==> src/rtl/mips_cpu_pkg.sv <==
// Shared MTC0 report types for the pass/done monitor: code encoding, monitor
// state, report word layout and a packing helper.
package mips_cpu_pkg;

  typedef enum logic [1:0] {
    MTC0_NOOP = 2'd0,
    MTC0_PASS = 2'd1,
    MTC0_FAIL = 2'd2,
    MTC0_DONE = 2'd3
  } MTC0Code;

  typedef enum logic [1:0] {
    IDLE,
    RUN,
    DRAIN,
    HALT
  } PassDoneState;

  localparam int unsigned RPT_VALUE_W  = 16;
  localparam int unsigned RPT_CODE_W   = 2;
  localparam int unsigned RPT_PAD_LO_W = 8;
  localparam int unsigned RPT_PAD_HI_W = 6;
  localparam int unsigned RPT_DATA_W   = RPT_PAD_HI_W + RPT_CODE_W + RPT_PAD_LO_W + RPT_VALUE_W;

  function automatic logic [RPT_DATA_W-1:0] pack_rpt(input MTC0Code code,
                                                      input logic [RPT_VALUE_W-1:0] value);
    return {{RPT_PAD_HI_W{1'b0}}, code, {RPT_PAD_LO_W{1'b0}}, value};
  endfunction

endpackage

==> src/rtl/pass_done_ifc.sv <==
// MTC0 report channel from mips_core: a 16-bit value tagged with an MTC0Code.
interface pass_done_ifc;
  import mips_cpu_pkg::*;

  logic [RPT_VALUE_W-1:0] value;
  MTC0Code                code;

  modport out (output value, code);
  modport in  (input  value, code);
endinterface

==> src/rtl/pass_done_fifo.sv <==
// Report FIFO, power-of-2 depth; a push on a full FIFO is taken only if a pop
// frees a slot in the same cycle.
module pass_done_fifo #(
  parameter int unsigned DEPTH = 4,
  parameter int unsigned WIDTH = 32
) (
  input  logic             clk,
  input  logic             rst,
  input  logic             i_push,
  input  logic [WIDTH-1:0] i_data,
  input  logic             i_pop,
  output logic [WIDTH-1:0] o_data,
  output logic             o_full,
  output logic             o_empty
);
  localparam int unsigned AW = $clog2(DEPTH);
  localparam logic [AW:0] FULL_CNT = DEPTH[AW:0];

  logic [WIDTH-1:0] r_mem [DEPTH];
  logic [AW-1:0]    r_rd_ptr;
  logic [AW-1:0]    r_wr_ptr;
  logic [AW:0]      r_count;
  logic             w_pop;
  logic             w_wr;

  assign o_empty = (r_count == '0);
  assign o_full  = (r_count == FULL_CNT);
  assign w_pop   = i_pop && !o_empty;
  assign w_wr    = i_push && (!o_full || w_pop);
  assign o_data  = r_mem[r_rd_ptr];

  always_ff @(posedge clk) begin
    if (w_wr) r_mem[r_wr_ptr] <= i_data;
  end

  always_ff @(posedge clk) begin
    if (rst) begin
      r_rd_ptr <= '0;
      r_wr_ptr <= '0;
      r_count  <= '0;
    end else begin
      if (w_wr)  r_wr_ptr <= r_wr_ptr + 1'b1;
      if (w_pop) r_rd_ptr <= r_rd_ptr + 1'b1;
      case ({w_wr, w_pop})
        2'b10:   r_count <= r_count + 1'b1;
        2'b01:   r_count <= r_count - 1'b1;
        default: r_count <= r_count;
      endcase
    end
  end
endmodule

==> src/rtl/pass_done_monitor.sv <==
// Counts MTC0 PASS/FAIL reports, streams every accepted report out of a FIFO and
// flags final status once DONE has drained. PASS_DONE_CYCLE_COUNT_EN enables cycle_count.
module pass_done_monitor
  import mips_cpu_pkg::*;
#(
  parameter int unsigned RPT_DEPTH = 4
) (
  input  logic                  clk,
  input  logic                  rst,
  pass_done_ifc.in              pd,
  output logic [15:0]           pass_count,
  output logic [15:0]           fail_count,
  output logic [15:0]           last_value,
  output logic                  done,
  output logic                  passed,
  output logic                  failed,
  output logic                  overflow,
  output logic                  rpt_valid,
  input  logic                  rpt_ready,
  output logic [RPT_DATA_W-1:0] rpt_data,
  output logic [31:0]           cycle_count
);
  PassDoneState          r_state;
  logic [15:0]           r_pass_count;
  logic [15:0]           r_fail_count;
  logic [15:0]           r_last_value;
  logic                  r_overflow;
  logic                  r_done;
  logic                  w_accept;
  logic                  w_empty;
  logic                  w_full;
  logic                  w_drop;
  logic [RPT_DATA_W-1:0] w_rpt_entry;

  assign w_accept    = (pd.code != MTC0_NOOP) && ((r_state == IDLE) || (r_state == RUN));
  assign w_rpt_entry = pack_rpt(pd.code, pd.value);
  // A full FIFO still takes the push when the consumer pops in the same cycle.
  assign w_drop      = w_accept && w_full && !(rpt_ready && !w_empty);

  pass_done_fifo #(
    .DEPTH(RPT_DEPTH),
    .WIDTH(RPT_DATA_W)
  ) u_fifo (
    .clk    (clk),
    .rst    (rst),
    .i_push (w_accept),
    .i_data (w_rpt_entry),
    .i_pop  (rpt_ready),
    .o_data (rpt_data),
    .o_full (w_full),
    .o_empty(w_empty)
  );

  always_ff @(posedge clk) begin
    if (rst) begin
      r_state      <= IDLE;
      r_pass_count <= '0;
      r_fail_count <= '0;
      r_last_value <= '0;
      r_overflow   <= 1'b0;
      r_done       <= 1'b0;
    end else if (w_accept) begin
      r_last_value <= pd.value;
      if (pd.code == MTC0_PASS && r_pass_count != '1) r_pass_count <= r_pass_count + 1'b1;
      if (pd.code == MTC0_FAIL && r_fail_count != '1) r_fail_count <= r_fail_count + 1'b1;
      if (w_drop) r_overflow <= 1'b1;
      if (pd.code == MTC0_DONE)  r_state <= DRAIN;
      else if (r_state == IDLE)  r_state <= RUN;
    end else if (r_state == DRAIN && w_empty) begin
      r_state <= HALT;
      r_done  <= 1'b1;
    end
  end

`ifdef PASS_DONE_CYCLE_COUNT_EN
  logic [31:0] r_cycle_count;

  always_ff @(posedge clk) begin
    if (rst) begin
      r_cycle_count <= '0;
    end else if (((r_state == RUN) || (r_state == IDLE && w_accept)) && r_cycle_count != '1) begin
      r_cycle_count <= r_cycle_count + 1'b1;
    end
  end

  assign cycle_count = r_cycle_count;
`else
  assign cycle_count = '0;
`endif

  assign pass_count = r_pass_count;
  assign fail_count = r_fail_count;
  assign last_value = r_last_value;
  assign overflow   = r_overflow;
  assign done       = r_done;
  assign passed     = r_done && (r_fail_count == '0) && (r_pass_count != '0);
  assign failed     = r_done && !passed;
  assign rpt_valid  = !w_empty;
endmodule

==> src/flat_wrapper.sv <==
// flat-port wrapper written by rule: the top's interface ports become plain ports
module pass_done_monitor_flat import mips_cpu_pkg::*;
#(
  parameter int unsigned RPT_DEPTH = 4
)
  (clk, rst, pass_count, fail_count, last_value, done, passed, failed, overflow, rpt_valid, rpt_ready, rpt_data, cycle_count, pd_value, pd_code);
  pass_done_ifc pd_i ();
  input  logic clk;
  input  logic rst;
  output logic [15:0] pass_count;
  output logic [15:0] fail_count;
  output logic [15:0] last_value;
  output logic done;
  output logic passed;
  output logic failed;
  output logic overflow;
  output logic rpt_valid;
  input  logic rpt_ready;
  output logic [RPT_DATA_W-1:0] rpt_data;
  output logic [31:0] cycle_count;
  input wire logic [$bits(pd_i.value)-1:0] pd_value;
  input wire logic [$bits(pd_i.code)-1:0] pd_code;
  assign pd_i.value = pd_value;
  assign pd_i.code = pd_code;
  pass_done_monitor #(.RPT_DEPTH(RPT_DEPTH)) u_core (.clk(clk), .rst(rst), .pd(pd_i), .pass_count(pass_count), .fail_count(fail_count), .last_value(last_value), .done(done), .passed(passed), .failed(failed), .overflow(overflow), .rpt_valid(rpt_valid), .rpt_ready(rpt_ready), .rpt_data(rpt_data), .cycle_count(cycle_count));
endmodule
==> config.mk <==
export PLATFORM = sky130hd
export DESIGN_NAME = pass_done_monitor_flat
export DESIGN_NICKNAME = d
export VERILOG_FILES = /design/src/rtl/mips_cpu_pkg.sv /design/src/rtl/pass_done_ifc.sv /design/src/rtl/pass_done_fifo.sv /design/src/rtl/pass_done_monitor.sv /design/src/flat_wrapper.sv
export SDC_FILE = /design/constraint.sdc
export NUM_CORES = 1
export LEC_CHECK = 0
export CORE_ASPECT_RATIO = 0.9
export CORE_MARGIN = 2
export CORE_UTILIZATION = 45
export CTS_CLUSTER_DIAMETER = 60
export DETAILED_ROUTE_END_ITERATION = 16
export PLACE_DENSITY_LB_ADDON = 0.3
export SKIP_CTS_REPAIR_TIMING = 1
export SYNTH_ARGS = -nofsm -noshare
export SYNTH_HDL_FRONTEND = slang
export SYNTH_SLANG_ARGS = --single-unit
==> constraint.sdc <==
create_clock -name clk -period 5.6 [get_ports clk]
set_input_delay 1.12 -clock clk [delete_from_list [all_inputs] [get_ports clk]]
set_output_delay 1.12 -clock clk [all_outputs]
set_load 0.05 [all_outputs]
### Word level (Yosys, flattened, before mapping)

Memories as Yosys holds them, arrays and structs flattened. A register that Yosys moved wholly into a read port is not among the register bits.
Index checks and enable logic that the tools add are counted.

| storage, ports and cells | value |
|---|---|
| bits of input ports | 21 |
| memories | 1 |
| logic and storage cells | 66 |
| RAM bits | 72 |
| output and inout port bits | 117 |
| register bits after elaboration | 59 |

| operators by class | value |
|---|---|
| equal/unequal tests | 11 |
| bitwise logic cells | 1 |
| reduce and logical (&&, ||, !) cells | 29 |
| $add $sub $neg | 6 |
| muxes and demuxes | 9 |

Memory list:

| name | depth | width | read ports | clocked after memory_dff | write ports | RTL line | text |
|---|---|---|---|---|---|---|---|
| u_core.u_fifo.r_mem | 4 | 18 | 1 | 1 | 1 | pass_done_fifo.sv:19 | `logic [WIDTH-1:0] r_mem [DEPTH];` |

Operator list:

| kind | count |
|---|---|
| 16-bit by 1-bit adder with 16-bit output, second input constant | 2 |
| 16-bit != test, second input constant | 2 |
| 16-bit zero test | 1 |
| 16-bit nonzero test | 1 |
| 2-bit two-way mux | 6 |
| 1-bit logical AND | 11 |
| 2-bit AND reduction | 5 |
| 2-bit equality test, second input constant | 4 |
| 2-bit by 1-bit equality test with 1-bit output, second input constant | 3 |
| 3-bit one-hot mux with 2 select lines | 1 |
| 2-bit nonzero test | 3 |
| 2-bit by 1-bit adder with 2-bit output, second input constant | 2 |
| 1-bit zero test | 4 |
| 3-bit by 1-bit adder with 3-bit output, second input constant | 1 |
| 3-bit equality test, second input constant | 1 |
| 3-bit zero test | 1 |
| 3-bit by 1-bit != test with 1-bit output, second input constant | 1 |
| 3-bit by 1-bit subtractor with 3-bit output, second input constant | 1 |
| 2-bit zero test | 1 |
| 1-bit logical OR | 2 |
| 1-bit two-way mux | 2 |
| 1-bit NOT | 1 |

### Longest topological paths before layout

| logic depth | value |
|---|---|
| depth after elaboration | 7 |
| gate-level depth with buffers | 8 |
| mapped depth without buffers | 7 |

### By module

Synthesis repeated with hierarchy kept, for this count alone.

| unflattened totals | value |
|---|---|
| cells, all modules | 560 |
| area, all modules | 7991.4 um^2 |

By module, submodules not included:

| module | sequential area each (um^2) | cells each | area an instance (um^2) | instances |
|---|---|---|---|---|
| pass_done_fifo | 4023.9 | 226 | 5143.7 | 1 |
| pass_done_monitor | 1041.0 | 334 | 2847.7 | 1 |

### Worst setup path before layout

Ideal clock, no wire load.

| timing | value |
|---|---|
| path kind | register to output |
| start point | register u_core.r_pass_count[0] (netlist: u_core.pass_count[0]) |
| end point | output failed |
| stages on the path, launching flop included | 6 |
| path buffers | 0 |
| required time | 4480 ps |
| arrival time | 2568 ps |
| slack | 1912 ps |
| path through | dfxtp_1 inv_1 ha_1 nor4b_1 a41oi_1 nor2b_1 |

| between the ends | value |
|---|---|
| longest elaborated chain between the ends | 4 |

Ends and longest elaborated chain:

| what | RTL line | text |
|---|---|---|
| start: declaration | pass_done_monitor.sv:24 | `logic [15:0] r_pass_count;` |
| start signal: assignment | pass_done_monitor.sv:64 | `if (pd.code == MTC0_PASS && r_pass_count != '1) r_pass_count <= r_pass_count + 1'b1;` |
| 16-bit nonzero test | pass_done_monitor.sv:96 | `assign passed = r_done && (r_fail_count == '0) && (r_pass_count != '0);` |
| 1-bit logical AND | pass_done_monitor.sv:96 |  |
| net passed | flat_wrapper.sv:14 | `output logic passed;` |
| 1-bit zero test | pass_done_monitor.sv:97 | `assign failed = r_done && !passed;` |
| 1-bit logical AND | pass_done_monitor.sv:97 |  |
| end: declaration | flat_wrapper.sv:15 | `output logic failed;` |

The timed path passes the listed nets, and every way through them passes these cells.

### Final worst setup path

| timing | value |
|---|---|
| start point | register u_core.r_fail_count[0] (netlist: u_core.fail_count[0]) |
| end point | output passed |

| between the ends | value |
|---|---|
| longest elaborated chain between the ends | 3 |

Ends and longest elaborated chain:

| what | RTL line | text |
|---|---|---|
| start: declaration | pass_done_monitor.sv:25 | `logic [15:0] r_fail_count;` |
| start signal: assignment | pass_done_monitor.sv:65 | `if (pd.code == MTC0_FAIL && r_fail_count != '1) r_fail_count <= r_fail_count + 1'b1;` |
| 16-bit zero test | pass_done_monitor.sv:96 |  |
| 1-bit logical AND (2 in series) | pass_done_monitor.sv:96 |  |
| end: declaration | flat_wrapper.sv:14 |  |

No other way between the ends.

==> results.py <==
metrics = {
    "yosys": {
        "ys_types": 54,
        "ys_warn_count": 0,
        "synth_area_per_cell_um2": 11.8,
        "ys_seq_elements": 133,
        "synth-async-reset-ratio_pct": 0,
        "synth-seq-area-share_pct": 57.6,
        "syn_area_um2": 5870,
        "synth_edf_count": 72,
        "synth_ff_type": "edfxtp_1",
        "synthCells": 499,
    },
    "sta": {
        "rsz0062_at_grt": "no",
        "slew-limit-headroom_pct": 32.3,
        "max_freq_mhz": 265,
        "finalSetupTns_ns": 0,
        "period_needed_ns": 3.78,
        "worst_clock_skew_ns": 0.00695,
        "setup_viol": 0,
        "hold_viol": 0,
        "period_share_pct": 67.5,
        "worst_pin_slew_ns": 1.01,
        "slew_violations": 0,
    },
    "setup_path": {
        "required_ns": 4.48,
        "start_kind": "register",
        "setup.worst_path.class": "register to primary output",
        "critPathCaptureType": "primary output",
        "worstPathArrival_ns": 2.66,
        "crit_path_max_fanout": 5,
    },
    "cts": {
        "clk_latency_ns": 0.41,
        "clockRootBuffer": "clkbuf_16",
        "cts_buffer_depth": 2,
        "numClockSinks": 133,
        "htree_num_levels": 4,
        "numCtsBuffers": 17,
        "cts_tree": "done",
        "clk_pin_slew_worst_paths_ns": 0.06,
    },
    "placement": {
        "io_buffers": 91,
        "routabilityCongestion": 0.820,
        "dp_hpwl_mm": 8.22,
    },
    "drt": {
        "vias": 4137,
        "route.detailed.drc": 0,
        "dr.pass1.iters": 4,
        "wl_per_cell_um": 16.3,
        "routed_via_density": 5.37,
        "ant_nets": 0,
        "drt-initial-drc-count": 355,
        "routed_wl_mm": 12.5,
    },
    "grt": {
        "grt_pass1_vias": 4016,
        "grt_pass1_wl_mm": 20.1,
        "grt_max_degree": 63,
        "antenna_found_initial": 0,
        "grt.overflow.total": 0,
        "grt.total_usage_pct": 18.2,
    },
    "power_and_ir_drop": {
        "p_seq_share_pct": 38.1,
        "switchingPower_mw": 0.982,
        "intPower_mw": 2.09,
        "p_leak_nw": 2.51,
        "p_sw_share_pct": 32.0,
        "pwr-share-clk_pct": 37.7,
        "p_comb_share_pct": 24.2,
        "p_total_mw": 3.07,
        "p_per_area_nw_per_um2": 416,
        "irDropWorstVdd_v": 0.000250,
    },
    "finish": {
        "area_growth_pct": 25.5,
        "layout_common_cells": "90 x clkdlybuf4s50_1, 72 x edfxtp_1, 61 x dfxtp_1",
        "antenna_cells": 0,
        "final_common_cell": "clkdlybuf4s50_1",
        "n_fill_cell": 1040,
        "fin_nets": 623,
        "drive_gt1_share_pct": 10.2,
    },
    "floorplan": {
        "pin_count": 138,
        "die_area_um2": 14000,
        "dieWidth_um": 124,
        "core_area_um2": 12700,
        "die_h_um": 112,
        "initial_core_util_pct": 46.1,
        "rows": 39,
    },
    "status": {
        "outcome": "finished, final reports clean",
    },
    "flow_run": {
        "drv_cap": 0,
    },
    "min_path": {
        "worstHoldPathType": "register to register",
    },
}
## final cells by class
cell class                      instances  area, µm²  share of cell area (%)
Multi-Input combinational cell        330       2170                    29.4
Clock inverter                         15        195                    2.65
Clock buffer                           17        425                    5.77
Sequential cell                       133       3380                    45.9
Inverter                               16       60.1                   0.815
Timing Repair Buffer                   95        936                    12.7
Tap cell                              164        205                    2.78
## cell families (layout without fill, tap and decap cells)
family	Yosys count	after routing	synth area share, %
other cells	1	46	0.0639
xor+xnor	3	3	0.447
fa+ha+maj	9	9	2.05
mux	26	26	8.33
buf+inv	81	143	8.37
flops	133	133	57.6
compound gates	77	77	8.01
simple gates	169	169	15.1
## metrics by stage
step | instances | area [µm²] | worst slack [ns] | utilization [%] | hold slack [ns]
floorplan | 544 | 6040 | 1.91 | - | 0.470
global placement | 738 | 6750 | 1.73 | 53.0 | 0.442
detailed placement | 738 | 6750 | 1.56 | 53.0 | 0.448
CTS | 770 | 7370 | 1.81 | 57.9 | 0.456
global route | 770 | 7370 | 1.60 | 57.9 | 0.475
finish | 770 | 7370 | 1.82 | 57.9 | 0.452
## Yosys cell counts, types with 5 or more instances
| master | n | area [µm²] |
|---|---|---|
| edfxtp_1 | 72 | 2160 |
| dfxtp_1 | 61 | 1220 |
| buf_4 | 47 | 353 |
| nand2_1 | 45 | 169 |
| a21oi_1 | 38 | 190 |
| nor2_1 | 29 | 109 |
| mux4_2 | 18 | 405 |
| inv_1 | 16 | 60.1 |
| nand3_1 | 14 | 70.1 |
| nor4_1 | 14 | 87.6 |
| nor3_1 | 13 | 65.1 |
| clkbuf_1 | 12 | 45.0 |
| o21ai_0 | 11 | 55.1 |
| nand4_1 | 10 | 62.6 |
| or3_1 | 9 | 56.3 |
| or4_1 | 9 | 67.6 |
| ha_1 | 8 | 100 |
| o31ai_1 | 8 | 60.1 |
| and2_1 | 5 | 31.3 |
| mux2i_1 | 5 | 50.1 |
## layer usage
metal / vias to the layer above / part of all wire [%] / global-route usage (%)
li1: 1962 / - / -
met1: 2029 / 45 / 24.6
met2: 138 / 48 / 28.6
met3: 8 / 6.5 / 5.77
met4: 0 / 0.70 / 4.87
met5: - / 0 / 0
## power by group through the flow
stage / combinational (mW) / sequential [mW] / clock (mW)
2_1_floorplan: 0.543 / 1.20 / 0
3_3_place_gp: 0.739 / 1.18 / 0
3_5_place_dp: 0.747 / 1.19 / 0
4_1_cts: 0.749 / 1.17 / 1.18
5_1_grt: 0.785 / 1.18 / 1.22
6_report: 0.741 / 1.17 / 1.16
## registers in the layout, indices dropped and copies added (netlist names), named ones only
register / count
u_core.done: 1
u_core.u_fifo.r_count: 3
u_core.last_value: 16
u_core.u_fifo.r_rd_ptr: 2
u_core.u_fifo.r_wr_ptr: 2
u_core.overflow: 1
u_core.r_state: 2
u_core.u_fifo.r_mem: 72
u_core.fail_count: 16
u_core.pass_count: 16
## worst paths after layout
path / start / endpoint / slack [ns] / cells after the start
max: u_core.fail_count[0]$_SDFFE_PP0P_ / passed / 1.82 / 6
min: u_core.last_value[15]$_SDFFE_PP0N_ / u_core.last_value[15]$_SDFFE_PP0N_ / 0.45 / 2
max reg2reg: u_core.r_state[1]$_SDFFE_PP0P_ / u_core.u_fifo.r_count[2]$_SDFFE_PP0P_ / 3.02 / 7
min reg2reg: u_core.last_value[15]$_SDFFE_PP0N_ / u_core.last_value[15]$_SDFFE_PP0N_ / 0.45 / 2
## worst max-delay path, stage by stage, from the launching register on
cell and delay, ns:
dfxtp_1 0.36, inv_1 0.09, ha_1 0.13, nor4bb_1 0.37
nand4_1 0.18, a41oi_1 0.27, clkdlybuf4s50_1 0.85
Power figures use the tool's default switching activity.
==> edit 1 (same flow settings) <==
The package constant `RPT_PAD_HI_W` goes from 6 to 7.
--- a/src/rtl/mips_cpu_pkg.sv
+++ b/src/rtl/mips_cpu_pkg.sv
@@ -19,7 +19,7 @@
   localparam int unsigned RPT_VALUE_W  = 16;
   localparam int unsigned RPT_CODE_W   = 2;
   localparam int unsigned RPT_PAD_LO_W = 8;
-  localparam int unsigned RPT_PAD_HI_W = 6;
+  localparam int unsigned RPT_PAD_HI_W = 7;
   localparam int unsigned RPT_DATA_W   = RPT_PAD_HI_W + RPT_CODE_W + RPT_PAD_LO_W + RPT_VALUE_W;
 
   function automatic logic [RPT_DATA_W-1:0] pack_rpt(input MTC0Code code,
Ports: changed (resized rpt_data); port bits go from 138 to 139. The function was not compared with the original's and may differ.
==> edit 1 against the original RTL <==
Synthesized cell count up 0.20%; core utilization down 0.22 points; area after synthesis up 0.13%; die area up 0.13%; register-to-register slack worse by 0.08 ns; power down 1.8%; sequential cell count unchanged; routed wire length up 1.3%; design area down 0.37%; worst setup slack worse by 0.14 ns; critical path type is now primary input to register; critical endpoint is now u_core.u_fifo.r_count[2]; largest power group unchanged.
==> edit 1: results (changes against the original RTL) <==
status: "finished, final reports clean"
clock_buffers: 19  # +2
syn_area_um2: 5880  # +0.13%
clock_latency_ns: 0.41  # about the same
synthTopCellsByArea: "edfxtp_1 (37%), dfxtp_1 (21%), mux4_2 (6.9%)"
syn2layout_area_growth_pct: 24.9
place_congestion: 0.787  # -4.1%
dpl.hpwl_um: 8170  # -0.64%
preCtsSetupSlack_ns: 1.24  # -0.313 ns
firstDrtPassIters: 5  # +1
synth_common_cells: "edfxtp_1 (72), dfxtp_1 (61), buf_4 (48)"
critPathLaunch: "pd_code[1]"
syn-mean-instance-area_um2: 11.8  # about the same
avgViaCountPerCell: 5.39  # +0.41%
worstSetupPathType: "primary input to register"
met2_wirelength_um: 6270  # +4.6%
n_all_buffers: 94  # -1.1%
p_int_w: 0.00204  # -1.9%
grt_usage_pct: 18.5  # +0.27 points
grt_pass1_vias: 3984  # -0.80%
crit_fanout: 21  # +16
via_count: 4154  # +0.41%
synth_xor_area_share_pct: 0.447  # -0.00057 points
clock.fmax_mhz: 255  # -3.5%
power.leakage_nw: 2.48  # -0.99%
design.seq.count: 133  # unchanged
yosys_most_used_dff: "edfxtp_1"
combPwrFrac_pct: 25.0  # +0.8 points
fill_cells: 1021  # -1.8%
clock_area_share_pct: 8.07  # -0.34 points
multi_input_area_share_pct: 29.6  # +0.21 points
slew_headroom_pct: 32.9  # +0.54 points
crit_slowest_cell: "o21bai_2"
drt_iter0_markers: 272  # -23%
yosysSeqAreaShare_pct: 57.5  # -0.074 points
peakVddDrop_mv: 0.233  # -7.0%
synth_compound_area_share_pct: 8.00  # -0.010 points
regToRegEndpoint: "u_core.u_fifo.r_count[2]"
drc: 0  # unchanged
regToRegSetupSlack_ns: 2.94  # -0.08 ns
muxShareOfSynthArea_pct: 8.32  # -0.011 points
clock_skew_ns: 0.00928  # +0.00233 ns
drt-met1-wl_um: 5490  # -2.6%
path_delay_family: "compound AO/OA/AOI/OAI gates"
power_switching_w: 0.000967  # -1.5%
synthAdderAreaFrac_pct: 2.04  # -0.0026 points
grt_pass1_wl_um: 20300  # +1.2%
crit_arrival_ns: 4.25  # +1.59 ns
wirelength_um: 12700  # +1.3%
num-multi-input-gates: 331  # +0.30%
wl_met3_um: 871  # +6.7%
## edit 1: changes by cell type in the layout (fill, tap and decap cells not counted), sizes merged
cell	unedited run	this run
clkinvlp	0	4
buf	5	4
inv	22	19
clkinv	6	4
conb	46	47
bufinv	3	2
clkbuf	17	19
## edit 1: worst min path at each step
stage                         start                   end  depth (start not counted)  slack, ns
2_1_floorplan     u_core.r_state[0]     u_core.r_state[0]                          2       0.47
3_3_place_gp   u_core.last_value[5]  u_core.last_value[5]                          2       0.44
3_5_place_dp   u_core.last_value[7]  u_core.last_value[7]                          2       0.45
4_1_cts        u_core.last_value[4]  u_core.last_value[4]                          2       0.46
5_1_grt        u_core.last_value[4]  u_core.last_value[4]                          2       0.47
6_report       u_core.last_value[3]  u_core.last_value[3]                          2       0.46
## edit 1: layer usage
metal  track usage (%)  up-vias
li1                  -     1973
met1              23.6     2008
met3              5.82        8
met4              4.04        0
met2              31.0      165
met5                 0        -
==> edit 2 (same settings) <==
Without the edit above. Re-encode `PassDoneState` (4 states) as Gray code, 2 bits wide.
--- a/src/rtl/mips_cpu_pkg.sv
+++ b/src/rtl/mips_cpu_pkg.sv
@@ -10,10 +10,10 @@
   } MTC0Code;
 
   typedef enum logic [1:0] {
-    IDLE,
-    RUN,
-    DRAIN,
-    HALT
+    IDLE  = 2'b00,
+    RUN   = 2'b01,
+    DRAIN = 2'b11,
+    HALT  = 2'b10
   } PassDoneState;
 
   localparam int unsigned RPT_VALUE_W  = 16;
Formal check against the unedited RTL: same outputs for any inputs over 4 cycles, from zero or initial values and one cycle with rst high; so few cycles prove little.
==> edit 2 against the original RTL <==
Synthesized cell count is 0.60% lower; clock power is 8% lower; via count is 1.6% lower; register-to-register slack better by 0.16 ns; design area is 0.48% lower; power is 3.2% lower; area after synthesis stayed put; worst setup slack worse by 0.29 ns; die area stayed put; routed wire length is 3.0% lower; sequential cell count stayed put; largest power group unchanged.
==> edit 2: results (changes against the original RTL) <==
place_congestion: 0.783  # -4.5%
power_switching_w: 0.000959  # -2.4%
status: "finished, final reports clean"
drive_gt1_share_pct: 11.1  # +0.86 points
grt_pass1_vias: 3863  # -3.8%
regToRegEndpoint: "u_core.u_fifo.r_mem[0][10]"
grt_max_degree: 66  # +4.8%
grt_use_met1_pct: 24.2  # -0.46 points
largest_reg_flops: 72  # unchanged
avgViaCountPerCell: 5.30  # -1.4%
synth_common_cells: "edfxtp_1 (72), dfxtp_1 (61), nand2_1 (51)"
peakVddDrop_mv: 0.241  # -3.6%
met2_wirelength_um: 5650  # -5.8%
wire_per_inst_um: 15.8  # -2.7%
crit_path_end: "rpt_data[7]"
nets: 621  # -0.32%
met3_usage_pct: 4.77  # -1.0 points
synthArstFlopShare_pct: 0  # unchanged
grt_pass1_wl_um: 19500  # -2.9%
tightestPinTransition_ns: 1.33  # +0.325 ns
regToRegSetupSlack_ns: 3.18  # +0.16 ns
crit_fanout: 17  # +12
syn-mean-instance-area_um2: 11.8  # +0.60%
clk_pin_slew_worst_paths_ns: 0.06  # about the same
wl_met3_um: 665  # -19%
yosysSeqAreaShare_pct: 57.6  # unchanged
path_delay_family: "flip-flops"
synthTopCellsByArea: "edfxtp_1 (37%), dfxtp_1 (21%), mux4_2 (6.9%)"
combPwrFrac_pct: 24.0  # -0.2 points
clock_latency_ns: 0.41  # about the same
place_area_um2: 6760  # +0.13%
dpl.hpwl_um: 7820  # -4.9%
synth.distinct_cells: 52  # -3.7%
fill_cells: 1033  # -0.67%
ff2ff_path_depth: 3  # -4
cts-root-buf: "clkbuf_16"
crit_slowest_cell: "dfxtp_1"
drt_iter0_markers: 219  # -38%
p_clk_share_pct: 36.0  # -1.7 points
drt-met1-wl_um: 5700  # +1.1%
grt_usage_pct: 17.8  # -0.44 points
crit_arrival_ns: 2.95  # +0.29 ns
holdPathEnd: "u_core.last_value[4]"
power.leakage_nw: 2.56  # +1.9%
dp.cells: 736  # -0.27%
clock_skew_ns: 0.00670  # -0.000250 ns
hp-start: "u_core.last_value[4]"
via_count: 4069  # -1.6%
grt.met2_usage_pct: 27.7  # -0.95 points
max_stage_delay_ns: 1.05  # +0.20 ns
[edit 2: changes by cell type after synthesis, moves of 3 or more]
cell,delta
or3_1,-5
o21ai_0,-5
nand2_1,+6
inv_1,-4
mux2_2,+6
nor4_1,-4
nor2b_1,+5
a211oi_1,+5
nor2_1,+3
[edit 2: per-stage QoR]
stage / util, % / setup slack (ns) / hold WS [ns] / total power (W)
detailed placement: 53.1 / 1.64 / 0.454 / 0.00193
finish: 57.6 / 1.53 / 0.460 / 0.00297
global route: 57.6 / 1.29 / 0.468 / 0.00308
CTS: 57.6 / 1.41 / 0.462 / 0.00299
floorplan: - / 1.90 / 0.456 / 0.00174
global placement: 53.1 / 1.75 / 0.440 / 0.00191
[edit 2: cell type report]
class                   instances  area [µm²]  share of cell area, %
clock buffers                  19         453                   6.17
multi-input cells             332        2190                   29.9
well taps                     164         205                   2.80
inverters                      13        48.8                  0.665
clock inverters                13         124                   1.69
repair buffers                 94         928                   12.7
flip-flops and latches        133        3380                   46.1
[edit 2: kinds of logic (layout without fill, tap and decap cells)]
| logic type | Yosys count | count (layout) | share of synthesized area, % |
|---|---|---|---|
| AND/OR/NAND/NOR | 169 | 169 | 14.7 |
| flip-flops | 133 | 133 | 57.6 |
| buffers and inverters | 76 | 139 | 7.97 |
| AO/OA/AOI/OAI | 73 | 73 | 7.73 |
| multiplexers | 32 | 32 | 9.48 |
| adder cells (fa/ha/maj) | 9 | 9 | 2.05 |
| XOR/XNOR | 3 | 3 | 0.447 |
| other | 1 | 46 | 0.0639 |
[edit 2: tightest hold or removal path, delay by kind of cell, from the launching register on]
kind | cells | cell delay (ns)
flops | 1 | 0.31
simple gates | 1 | 0.05
compound gates | 1 | 0.05
